==> config.mk <==
export PLATFORM = sky130hd
export DESIGN_NAME = node_update_ctrl
export DESIGN_NICKNAME = d
export VERILOG_FILES = /design/src/rtl/node_update_ctrl.sv
export SDC_FILE = /design/constraint.sdc
export NUM_CORES = 1
export LEC_CHECK = 0
export BUFFER_PORTS_ARGS = -buffer_cell sky130_fd_sc_hd__buf_2
export CAP_MARGIN = 25
export CELL_PAD_IN_SITES_DETAIL_PLACEMENT = 0
export CELL_PAD_IN_SITES_GLOBAL_PLACEMENT = 1
export CORE_ASPECT_RATIO = 1.4
export CORE_MARGIN = 1.5
export CORE_UTILIZATION = 32
export CTS_CLUSTER_SIZE = 20
export DETAILED_ROUTE_END_ITERATION = 8
export HOLD_SLACK_MARGIN = 0.03
export PLACE_DENSITY_LB_ADDON = 0.12
export SYNTH_ARGS = -nofsm -noshare
export SYNTH_HDL_FRONTEND = slang
export SYNTH_SLANG_ARGS = --single-unit
export TNS_END_PERCENT = 100
==> constraint.sdc <==
create_clock -name clk -period 2.7 [get_ports clk]
set_clock_uncertainty 0.1 [all_clocks]
set_input_delay 0.135 -clock clk [delete_from_list [all_inputs] [get_ports clk]]
set_output_delay 0.135 -clock clk [all_outputs]
set_load 0.03 [all_outputs]
==> src/rtl/node_update_ctrl.sv <==
`default_nettype none
// ============================================================================
// node_update_ctrl : write / read-back / verify / retry controller that shares
//                    node memory port B with a higher-priority lookup client.
// Revision 1.0
// ============================================================================
module node_update_ctrl #(
   parameter int NODE_WIDTH = 40,
   parameter int ADDR_WIDTH = 6,
   parameter int MAX_RETRY  = 3
) (
   input  logic                  clk,
   input  logic                  RST,
   // update stream
   input  logic                  upd_valid,
   output logic                  upd_ready,
   input  logic [ADDR_WIDTH-1:0] upd_addr,
   input  logic [NODE_WIDTH-1:0] upd_node,
   input  logic                  upd_last,
   // lookup side
   input  logic                  lkp_valid2,
   input  logic [ADDR_WIDTH-1:0] lkp_addr2,
   // memory port B
   output logic                  bram_web,
   output logic [ADDR_WIDTH-1:0] bram_addrb,
   output logic [NODE_WIDTH-1:0] bram_dinb,
   input  logic [NODE_WIDTH-1:0] bram_doutb,
   // status
   output logic                  upd_busy,
   output logic                  upd_done,
   output logic                  upd_err,
   output logic [ADDR_WIDTH-1:0] err_addr,
   output logic [ADDR_WIDTH:0]   upd_count
);

   localparam int RETRY_W = (MAX_RETRY > 2) ? $clog2(MAX_RETRY) : 1;
   localparam logic [RETRY_W-1:0]  RETRY_LAST = RETRY_W'(MAX_RETRY - 1);
   localparam logic [ADDR_WIDTH:0] COUNT_MAX  = {1'b1, {ADDR_WIDTH{1'b0}}};

   typedef enum logic [2:0] {
      S_IDLE  = 3'd0,
      S_WRITE = 3'd1,
      S_READ  = 3'd2,
      S_WAIT  = 3'd3,
      S_CHECK = 3'd4
   } state_t;

   state_t                  state_q,    state_d;
   logic [ADDR_WIDTH-1:0]   addr_q,     addr_d;
   logic [NODE_WIDTH-1:0]   node_q,     node_d;
   logic                    last_q,     last_d;
   logic [RETRY_W-1:0]      retry_q,    retry_d;
   logic [ADDR_WIDTH:0]     count_q,    count_d;
   logic                    clr_q,      clr_d;
   logic [ADDR_WIDTH-1:0]   err_addr_q, err_addr_d;
   logic                    ready_q,    ready_d;
   logic                    match;

   assign match = (bram_doutb == node_q);

   always_comb begin
      state_d    = state_q;
      addr_d     = addr_q;
      node_d     = node_q;
      last_d     = last_q;
      retry_d    = retry_q;
      count_d    = count_q;
      clr_d      = 1'b0;
      err_addr_d = err_addr_q;
      upd_done   = 1'b0;
      upd_err    = 1'b0;

      // A verified final entry leaves its count visible for one cycle, then clears.
      if (clr_q) begin
         count_d = '0;
      end

      case (state_q)
         S_IDLE: begin
            if (upd_valid && ready_q) begin
               addr_d  = upd_addr;
               node_d  = upd_node;
               last_d  = upd_last;
               retry_d = '0;
               state_d = S_WRITE;
            end
         end
         S_WRITE: begin
            if (!lkp_valid2) begin
               state_d = S_READ;
            end
         end
         S_READ: begin
            if (!lkp_valid2) begin
               state_d = S_WAIT;
            end
         end
         S_WAIT: begin
            state_d = S_CHECK;
         end
         S_CHECK: begin
            if (match) begin
               if (count_q != COUNT_MAX) begin
                  count_d = count_q + 1'b1;
               end
               upd_done = last_q;
               clr_d    = last_q;
               state_d  = S_IDLE;
            end else if (retry_q < RETRY_LAST) begin
               retry_d = retry_q + 1'b1;
               state_d = S_WRITE;
            end else begin
               upd_err    = 1'b1;
               upd_done   = last_q;
               err_addr_d = addr_q;
               state_d    = S_IDLE;
            end
         end
         default: begin
            state_d = S_IDLE;
         end
      endcase

      ready_d = (state_d == S_IDLE);

      if (RST) begin
         upd_done = 1'b0;
         upd_err  = 1'b0;
      end
   end

   // Port B: lookup always wins; the updater only drives it in WRITE/READ.
   always_comb begin
      bram_web   = 1'b0;
      bram_addrb = '0;
      bram_dinb  = '0;
      if (!RST) begin
         if (lkp_valid2) begin
            bram_addrb = lkp_addr2;
         end else if (state_q == S_WRITE) begin
            bram_web   = 1'b1;
            bram_addrb = addr_q;
            bram_dinb  = node_q;
         end else if (state_q == S_READ) begin
            bram_addrb = addr_q;
         end
      end
   end

   always_ff @(posedge clk) begin
      if (RST) begin
         state_q    <= S_IDLE;
         addr_q     <= '0;
         node_q     <= '0;
         last_q     <= 1'b0;
         retry_q    <= '0;
         count_q    <= '0;
         clr_q      <= 1'b0;
         err_addr_q <= '0;
         ready_q    <= 1'b0;
      end else begin
         state_q    <= state_d;
         addr_q     <= addr_d;
         node_q     <= node_d;
         last_q     <= last_d;
         retry_q    <= retry_d;
         count_q    <= count_d;
         clr_q      <= clr_d;
         err_addr_q <= err_addr_d;
         ready_q    <= ready_d;
      end
   end

   assign upd_ready = ready_q;
   assign upd_busy  = (state_q != S_IDLE);
   assign err_addr  = err_addr_q;
   assign upd_count = count_q;

endmodule
`default_nettype wire

==> results.md, run 1 <==
* CP required at roughly 2.8 ns
* Total power at ~2.7 mW
* Final nets at between 700 and 800
* Register area share after synthesis at 39.5%
* Final std cells w/o fill at about 790
* Mean cell area of the mapped netlist at 7.65 sq um
* Fin. Hold Viols at 0
* Initial DRC count at 178
* Max transition margin at 51.6%
* Design Area, Final at 5130 sq um
* Post-DR vias/cell at 4.80
* Comb pwr share at 14.8%
* Count of final setup violators at 0
* Routability-driven placement congestion ratio at 0.764
* Drt wl/cell at 15.0 microns
* RSZ-0062 raised after global routing: false
* Worst Hold Class: input port to flop
* Max-Cap Viols at 0
* Placed cells at between 700 and 800
* Setup CP Type: flop to flop
* Pin count of the biggest net entering global routing at between 40 and 50
* Worst-path maximum fanout at 8
* Synthesis-to-finish area growth at 51.1%
* Synth cell types at 38
* FMAX at about 410 MHz
* Crit path DAT at between 2 and 3 ns
* WP buf/inv at 0
* CTS clk-pin slew, worst paths at 0.06 ns
* Clock sinks at 67
* Slowest cell delay on critical path at ~0.48 ns
* Fin crit share at 89.9%
* Vias at between 3000 and 4000
* First-pass GRT wire length at 19000 microns
* Die Y-Extent at around 120 microns
* Antenna viol nets, final at 0
* Mapped Nets at around 540
* CP Capture Type: flop
* Worst Setup Start Kind: flop
* Mapped Cells at around 440
* Maximum VDD drop at 336 uV
* Placed cell areas at between 4000 and 5000 sq um
* H-tree levels at 3
* Worst-path cell chain: xor2_1 > nor4_1 > nand4_1 > or3_4 > or3_1 > a311oi_1
* CTS tree: built
* Worst skew pair latency at between 0.3 and 0.4 ns
* Leak pwr at ~2.4 nW
* Routed WL at roughly 12000 microns
* Vias in the first global route at roughly 3800
* Global route overflow at 0
* Clock Power Share at ~45%
* I/O pins at approximately 160
* Pwr/cell area at between 500 and 600 nW/um^2
* Net Sw Frac at between 20% and 30%
* Final hold slack at between 0.2 and 0.3 ns
* Most frequent cells in the layout: buf_2, nand2_1, dfxtp_1
* Layout cells sized above 1 at between 20% and 30%
* Net switching power at 689 uW
* Clk root buf: clkbuf_16
* Cell Int Power at 2.01 mW
* Yosys warns at 0
* DIE AREA at about 11000 sq um
* Slowest-stage cell, CP: or3_4
* Num CTS Buffers at 9
* Post-synth ARST share at 0%
* First-pass iteration count of the detailed router at 4
* GRT Util Overall at between 20% and 30%
* CTS Buffer Depth at 2
* Max-slew violation count at 0
* Setup TNS at 0 ns
* Flop and latch count out of synthesis at 67
* Starting Density at roughly a third
* Most common cell after layout, fill and taps aside: buf_2
* Sequential power share at about two fifths
* Min Tclk post-route at approximately 2.4 ns
* Top FF cell, synth: dfxtp_1
* Initial antenna violation count at 2
* Number of flops mapped to enable cells by yosys at 0
* Port Buffers at 160
* Drt drc at 0
* Dpl hpwl at just over 8000 microns
* Post-Syn Area at approximately 3400 sq um
* Horiz. Die Dim at 90.1 microns
* Core ar. at 10300 sq um
* Number of cell rows at 44
* Worst Tran Pin Value at approximately 0.7 ns
* Top cell family by delay on the critical path: simple AND/OR/NAND/NOR gates
* Status: finished clean
[cells in the mapped netlist (3+ instances only)]
cell type,count,area share (%)
a31oi_1,3,0.55
o21ai_0,7,1.0
inv_1,7,0.77
nor2_1,10,1.1
nand4_1,8,1.5
nand3_1,7,1.0
a22oi_1,6,1.3
a21oi_1,59,8.7
nand2_1,103,11
clkbuf_1,28,3.1
dfxtp_1,67,39
nor3_1,8,1.2
and2_1,41,7.6
nor4_1,11,2.0
xor2_1,40,10
or3_1,3,0.55
o211ai_1,7,1.5
buf_2,3,0.44
[layout make-up]
cell class	instances	area (sq um)
clock inverter	4	47.5
multi-input combinational	337	1920
tap	138	173
clock buffer	12	267
inverter	9	33.8
timing repair buffer	217	1350
sequential	67	1340
fill	1108	5220
antenna	3	7.51
[through the flow]
stage | setup WS [ns] | util, %
detailed placement | 0.225 | 41.9
global route | 0.0763 | 49.6
finish | 0.272 | 49.6
CTS | 0.195 | 49.5
global placement | 0.270 | 41.9
floorplan | 0.588 | -
[cells by family (layout without fill, tap and decap cells)]
logic type	after synthesis	count (layout)	share of synthesized area, %
compound gates	90	90	15.2
xor+xnor	41	41	10.6
fa+ha+maj	2	2	0.737
buf+inv	40	242	4.53
flops	67	67	39.5
mux	1	1	0.295
other cells	0	3	0
simple gates	203	203	29.2
[per-layer routing]
| layer | vias up | wire [microns] | GRT usage (%) |
|---|---|---|---|
| met5 | - | 0 | 0 |
| met4 | 0 | 276 | 11.0 |
| met1 | 1751 | 4850 | 24.3 |
| met2 | 109 | 6200 | 37.3 |
| met3 | 21 | 496 | 3.72 |
| li1 | 1899 | - | - |
[final timing paths]
kind | from | endpoint | slack, ns | depth (start not counted)
worst min-delay path | RST | upd_count[1] | 0.25 | 3
worst max-delay path | node_q[20] | upd_count[6] | 0.27 | 6
worst min register to register | err_addr[5] | err_addr[5] | 0.36 | 2
worst max register to register | node_q[20] | upd_count[6] | 0.27 | 6
[power by group through the flow]
| stage | registers [mW] | clock network [mW] | logic [mW] |
|---|---|---|---|
| detailed placement | 1.11 | 0 | 0.347 |
| floorplan | 1.10 | 0 | 0.204 |
| global placement | 1.10 | 0 | 0.346 |
| finish | 1.09 | 1.22 | 0.398 |
| CTS | 1.09 | 1.25 | 0.401 |
| global route | 1.09 | 1.29 | 0.441 |
[sequential cells by signal, summed over array words and instances (netlist names)]
signal / cells
last_q: 1
clr_q: 1
state_q: 3
upd_ready: 1
err_addr: 6
upd_count: 7
retry_q: 2
addr_q: 6
node_q: 40
[worst register-to-register path, cell delays in order, from the launching register on]
cell,delay [ns]
dfxtp_1,0.33
xor2_1,0.17
nor4_1,0.35
nand4_1,0.26
or3_4,0.48
or3_1,0.39
a311oi_1,0.27
[timing repair]
item                                    4_1_cts  5_1_grt
buffers inserted                              0        0
hold endpoints to repair                     47        0
endpoints found under the setup margin        0        0
hold buffers                                 47        0
gates resized for setup                       0        0
No activity file was read; power rests on OpenSTA's default activity.
==> run 2: changes to the inputs <==
--- a/config.mk
+++ b/config.mk
@@ -9,7 +9,7 @@
 export CAP_MARGIN = 25
 export CELL_PAD_IN_SITES_DETAIL_PLACEMENT = 0
 export CELL_PAD_IN_SITES_GLOBAL_PLACEMENT = 1
-export CORE_ASPECT_RATIO = 1.4
+export CORE_ASPECT_RATIO = 0.7
 export CORE_MARGIN = 1.5
 export CORE_UTILIZATION = 32
 export CTS_CLUSTER_SIZE = 20
==> results.md, run 2 (synthesis gave the netlist of run 1 again) <==
* Leak pwr at about 2.4 nW
* Initial DRC count at 174
* Status: complete, but fails checks
* CTS Buffer Depth at 2
* DIE AREA at 11300 sq um
* Slowest-stage cell, CP: nor4_2
* Most flops, register: node_q
* Post-layout util at about half
* Min Tclk post-route at 2.51 ns
* Total power at 2.58 mW
* H-tree levels at 3
* FMAX at around 400 MHz
* CP Capture Type: primary output
* Flop2flop setup slack at between 0.3 and 0.4 ns
* Final nets at around 740
* Vias in the first global route at 3529
* CTS tree: built
* Max transition margin at between 40% and 50%
* I/O pins at between 150 and 200
* Crit path DAT at 2.27 ns
* Diode count at 0
* Clk root buf: clkbuf_16
* Initial antenna violation count at 0
* Die Y-Extent at slightly below 90 microns
* Pin count of the biggest net entering global routing at approximately 50
* Layout cells sized above 1 at 30.1%
* WP buf/inv at 2
* Dpl hpwl at 8430 microns
* Routability-driven placement congestion ratio at between 0.7 and 0.8
* Number of cell rows at 31
* Worst Setup Start Kind: flop
* Routed WL at between 10000 and 15000 microns
* Port Buffers at 160
* Failing checks: DRC
* Pwr/cell area at 504 nW/um^2
* Starting Density at 32.9%
* GRT Util Overall at between 20% and 30%
* First-pass GRT wire length at between 15000 and 20000 microns
* Fin. Hold Viols at 0
* CTS clk-pin slew, worst paths at around 0.050 ns
* Worst-path cell chain: xor2_1 > nor4_2 > nand2_1 > nor3_2 > buf_12 > o2111a_1 > buf_2
* Post-DR vias/cell at around 4.8
* RSZ-0062 raised after global routing: false
* Maximum VDD drop at roughly 250 uV
* Design Area, Final at 5120 sq um
* CP required at roughly 2.5 ns
* Worst skew pair latency at 0.33 ns
* Worst Hold Class: input port to flop
* Vias at ~3700
* Placed cell areas at ~4400 sq um
* Antenna viol nets, final at 0
* Final hold slack at around 0.23 ns
* Worst-path maximum fanout at 20
* First-pass iteration count of the detailed router at 7
* Worst Tran Pin Value at 0.825 ns
* Drt wl/cell at ~15 microns
* Max-Cap Viols at 0
* Clock sinks at 67
* Synthesis-to-finish area growth at 50.8%
* Setup CP Type: flop to primary output
* Setup TNS at 0 ns
* Fin crit share at 92.8%
* Max-slew violation count at 0
* Fill cells at 1014
* Core ar. at 10300 sq um
* Slowest cell delay on critical path at ~0.44 ns
* Horiz. Die Dim at around 130 microns
* Most frequent cells in the layout: buf_2, nand2_1, dfxtp_1
* Top cell family by delay on the critical path: simple AND/OR/NAND/NOR gates
* Most common cell after layout, fill and taps aside: buf_2
* Drt drc at 10
* Max reg flops at 40
* Count of final setup violators at 0
* Global route overflow at 0
* Num CTS Buffers at 9
run 2: area by class of cell:
class                           instances  area, sq um  area share, %
Clock buffer                           11          253           4.93
Tap cell                              132          165           3.22
Timing Repair Buffer                  218         1380           26.9
Sequential cell                        67         1340           26.2
Multi-Input combinational cell        337         1920           37.6
Inverter                                9         33.8          0.659
Clock inverter                          5         27.5          0.537
run 2: worst reg2reg max path, stage by stage (launching register included):
cell and delay (ns):
dfxtp_1 0.34, xor2_1 0.17, nor4_2 0.44, nand2_1 0.15
or3_4 0.42, or4_1 0.50, a31oi_1 0.16
run 2: stage by stage:
step,worst slack [ns],instances
after floorplan,0.588,444
after global placement,0.173,716
after detailed placement,0.211,716
after CTS,0.0119,779
after global routing,0.0160,779
final,0.195,779
run 2: final timing paths:
kind	from	to	depth (start not counted)
max	node_q[31]	upd_done	7
min	RST	node_q[12]	3
max reg2reg	node_q[31]	upd_count[4]	6
min reg2reg	err_addr[5]	err_addr[5]	2
run 2: repair_timing:
item | in CTS | in global routing
setup buffers | 0 | 0
setup endpoints to repair | 0 | 4
endpoints found under the hold margin | 47 | 0
resized for setup | 0 | 1
hold buffers | 47 | 0
run 2: power breakdown:
group          total (mW)  leakage [nW]  internal [mW]  switching, mW
logic               0.409          1.69          0.191          0.219
clock network        1.08         0.141          0.664          0.419
registers            1.09         0.544           1.04         0.0479
total                2.58          2.37           1.90          0.686
run 2: layer usage:
| layer | vias to the layer above | routed length [microns] | global-route usage [%] |
|---|---|---|---|
| met4 | 0 | 102 | 5.96 |
| li1 | 1899 | - | - |
| met3 | 9 | 972 | 6.40 |
| met2 | 140 | 4870 | 31.6 |
| met1 | 1689 | 5720 | 29.2 |
| met5 | - | 0 | 0 |
==> run 3: changes to the inputs <==
--- a/config.mk
+++ b/config.mk
@@ -5,15 +5,15 @@
 export SDC_FILE = /design/constraint.sdc
 export NUM_CORES = 1
 export LEC_CHECK = 0
-export BUFFER_PORTS_ARGS = -buffer_cell sky130_fd_sc_hd__buf_2
 export CAP_MARGIN = 25
 export CELL_PAD_IN_SITES_DETAIL_PLACEMENT = 0
 export CELL_PAD_IN_SITES_GLOBAL_PLACEMENT = 1
 export CORE_ASPECT_RATIO = 0.7
 export CORE_MARGIN = 1.5
-export CORE_UTILIZATION = 32
+export CORE_UTILIZATION = 43
 export CTS_CLUSTER_SIZE = 20
 export DETAILED_ROUTE_END_ITERATION = 8
+export DONT_BUFFER_PORTS = 1
 export HOLD_SLACK_MARGIN = 0.03
 export PLACE_DENSITY_LB_ADDON = 0.12
 export SYNTH_ARGS = -nofsm -noshare
==> results.md, run 3 (synthesis gave the netlist of run 1 again) <==
* Clock sinks at 67
* Pwr/cell area at about 630 nW/um^2
* Starting Density at between 40% and 50%
* Worst skew pair latency at 0.34 ns
* Worst-path maximum fanout at 20
* Final hold slack at between 0.06 and 0.07 ns
* Fin crit share at about nine tenths
* Post-layout util at slightly below 60%
* Antenna viol nets, final at 0
* Final nets at around 590
* Net switching power at 682 uW
* Cell Int Power at approximately 2.1 mW
* Setup TNS at 0 ns
* Maximum VDD drop at roughly 270 uV
* Routed WL at 10600 microns
* Clock Power Share at just under 50%
* Layout cells sized above 1 at between 8 and 9%
* Most common cell after layout, fill and taps aside: nand2_1
* H-tree levels at 3
* DIE AREA at 8450 sq um
* Slowest-stage cell, CP: dfxtp_1
* CTS tree: built
* Num CTS Buffers at 9
* Synthesis-to-finish area growth at 29.4%
* Global route overflow at 0
* Number of cell rows at 26
* RSZ-0062 raised after global routing: false
* Vias in the first global route at 3194
* First-pass iteration count of the detailed router at 4
* I/O pins at ~160
* Crit path DAT at 2.22 ns
* Vias at around 3300
* Fin. Hold Viols at 0
* CP Capture Type: primary output
* Most frequent CP cell: buf_4
* Setup CP Type: flop to primary output
* WP buf/inv at 2
* Dpl hpwl at between 7000 and 8000 microns
* Post-DR vias/cell at between 5 and 6
* Placed cell areas at around 3500 sq um
* Max reg flops at 40
* Routability-driven placement congestion ratio at 0.808
* Port Buffers at 0
* Min Tclk post-route at between 2 and 2.5 ns
* Worst Tran Pin Value at ~0.55 ns
* Most flops, register: node_q
* Drt wl/cell at between 15 and 20 microns
* Total power at between 2 and 3 mW
* Worst-path cell chain: xor2_1 > nor4_1 > nand4_1 > nor3_2 > buf_4 > o2111a_1 > buf_4
* # Post-CTS Setup Buffers at 0
* Initial DRC count at between 150 and 200
* Worst Hold Class: input port to flop
* Slowest cell delay on critical path at ~0.34 ns
* Diode count at 0
* Sequential power share at between 30% and 40%
* Horiz. Die Dim at ~110 microns
* Pin count of the biggest net entering global routing at between 60 and 70
* Worst Setup Start Kind: flop
* Top cell family by delay on the critical path: simple AND/OR/NAND/NOR gates
* First-pass GRT wire length at 16600 microns
* Comb pwr share at roughly an eighth
* Clk root buf: clkbuf_16
* Max-slew violation count at 0
* FMAX at between 400 and 500 MHz
* Net Sw Frac at about a quarter
* Initial antenna violation count at 0
* CP required at approximately 2.5 ns
* Design Area, Final at between 4000 and 5000 sq um
* GRT Util Overall at roughly a quarter
* Core ar. at around 7500 sq um
* Leak pwr at about 1.7 nW
* Die Y-Extent at between 70 and 80 microns
* Most frequent cells in the layout: nand2_1, dfxtp_1, a21oi_1
* CTS Buffer Depth at 2
* Count of final setup violators at 0
* Drt drc at 0
* CTS clk-pin slew, worst paths at ~0.06 ns
* Status: finished clean
* Max transition margin at 63.1%
* Max-Cap Viols at 0
==> run 3: per-stage QoR <==
step	setup WS [ns]	std cells
after detailed placement	0.224	526
final	0.248	591
after global routing	0.0412	591
after CTS	0.174	591
after global placement	0.219	526
after floorplan	0.588	444
==> run 3: timing repair <==
item                                    CTS  global route
endpoints found under the hold margin    66             0
endpoints found under the setup margin    0             1
hold buffers                             49             0
resized for setup                         0             1
==> run 3: area by class of cell <==
cell class              instances  area, sq um
inverters                       9         33.8
flip-flops and latches         67         1340
clock inverters                 7          116
clock buffers                   9          225
well taps                      98          123
fillers                       688         3090
repair buffers                 64          633
multi-input cells             337         1920
==> run 3: metal layers <==
layer	wire, microns	track usage (%)
met4	51	6.36
met1	4790	35.0
met3	1000	9.16
met5	0	0
met2	4770	38.8
==> run 3: final timing paths <==
kind         slack [ns]      endpoint  cells past startpoint      start
max                0.25      upd_done                      7  node_q[6]
min                0.07    node_q[23]                      2        RST
max reg2reg        0.26  upd_count[4]                      6  node_q[6]
min reg2reg        0.38     node_q[8]                      2  node_q[8]
==> run 3: power groups by stage <==
| stage | registers, mW | logic, mW | clock network, mW |
|---|---|---|---|
| global route | 1.10 | 0.358 | 1.41 |
| CTS | 1.09 | 0.322 | 1.37 |
| detailed placement | 1.11 | 0.244 | 0 |
| finish | 1.09 | 0.325 | 1.34 |
| global placement | 1.11 | 0.241 | 0 |
| floorplan | 1.10 | 0.204 | 0 |
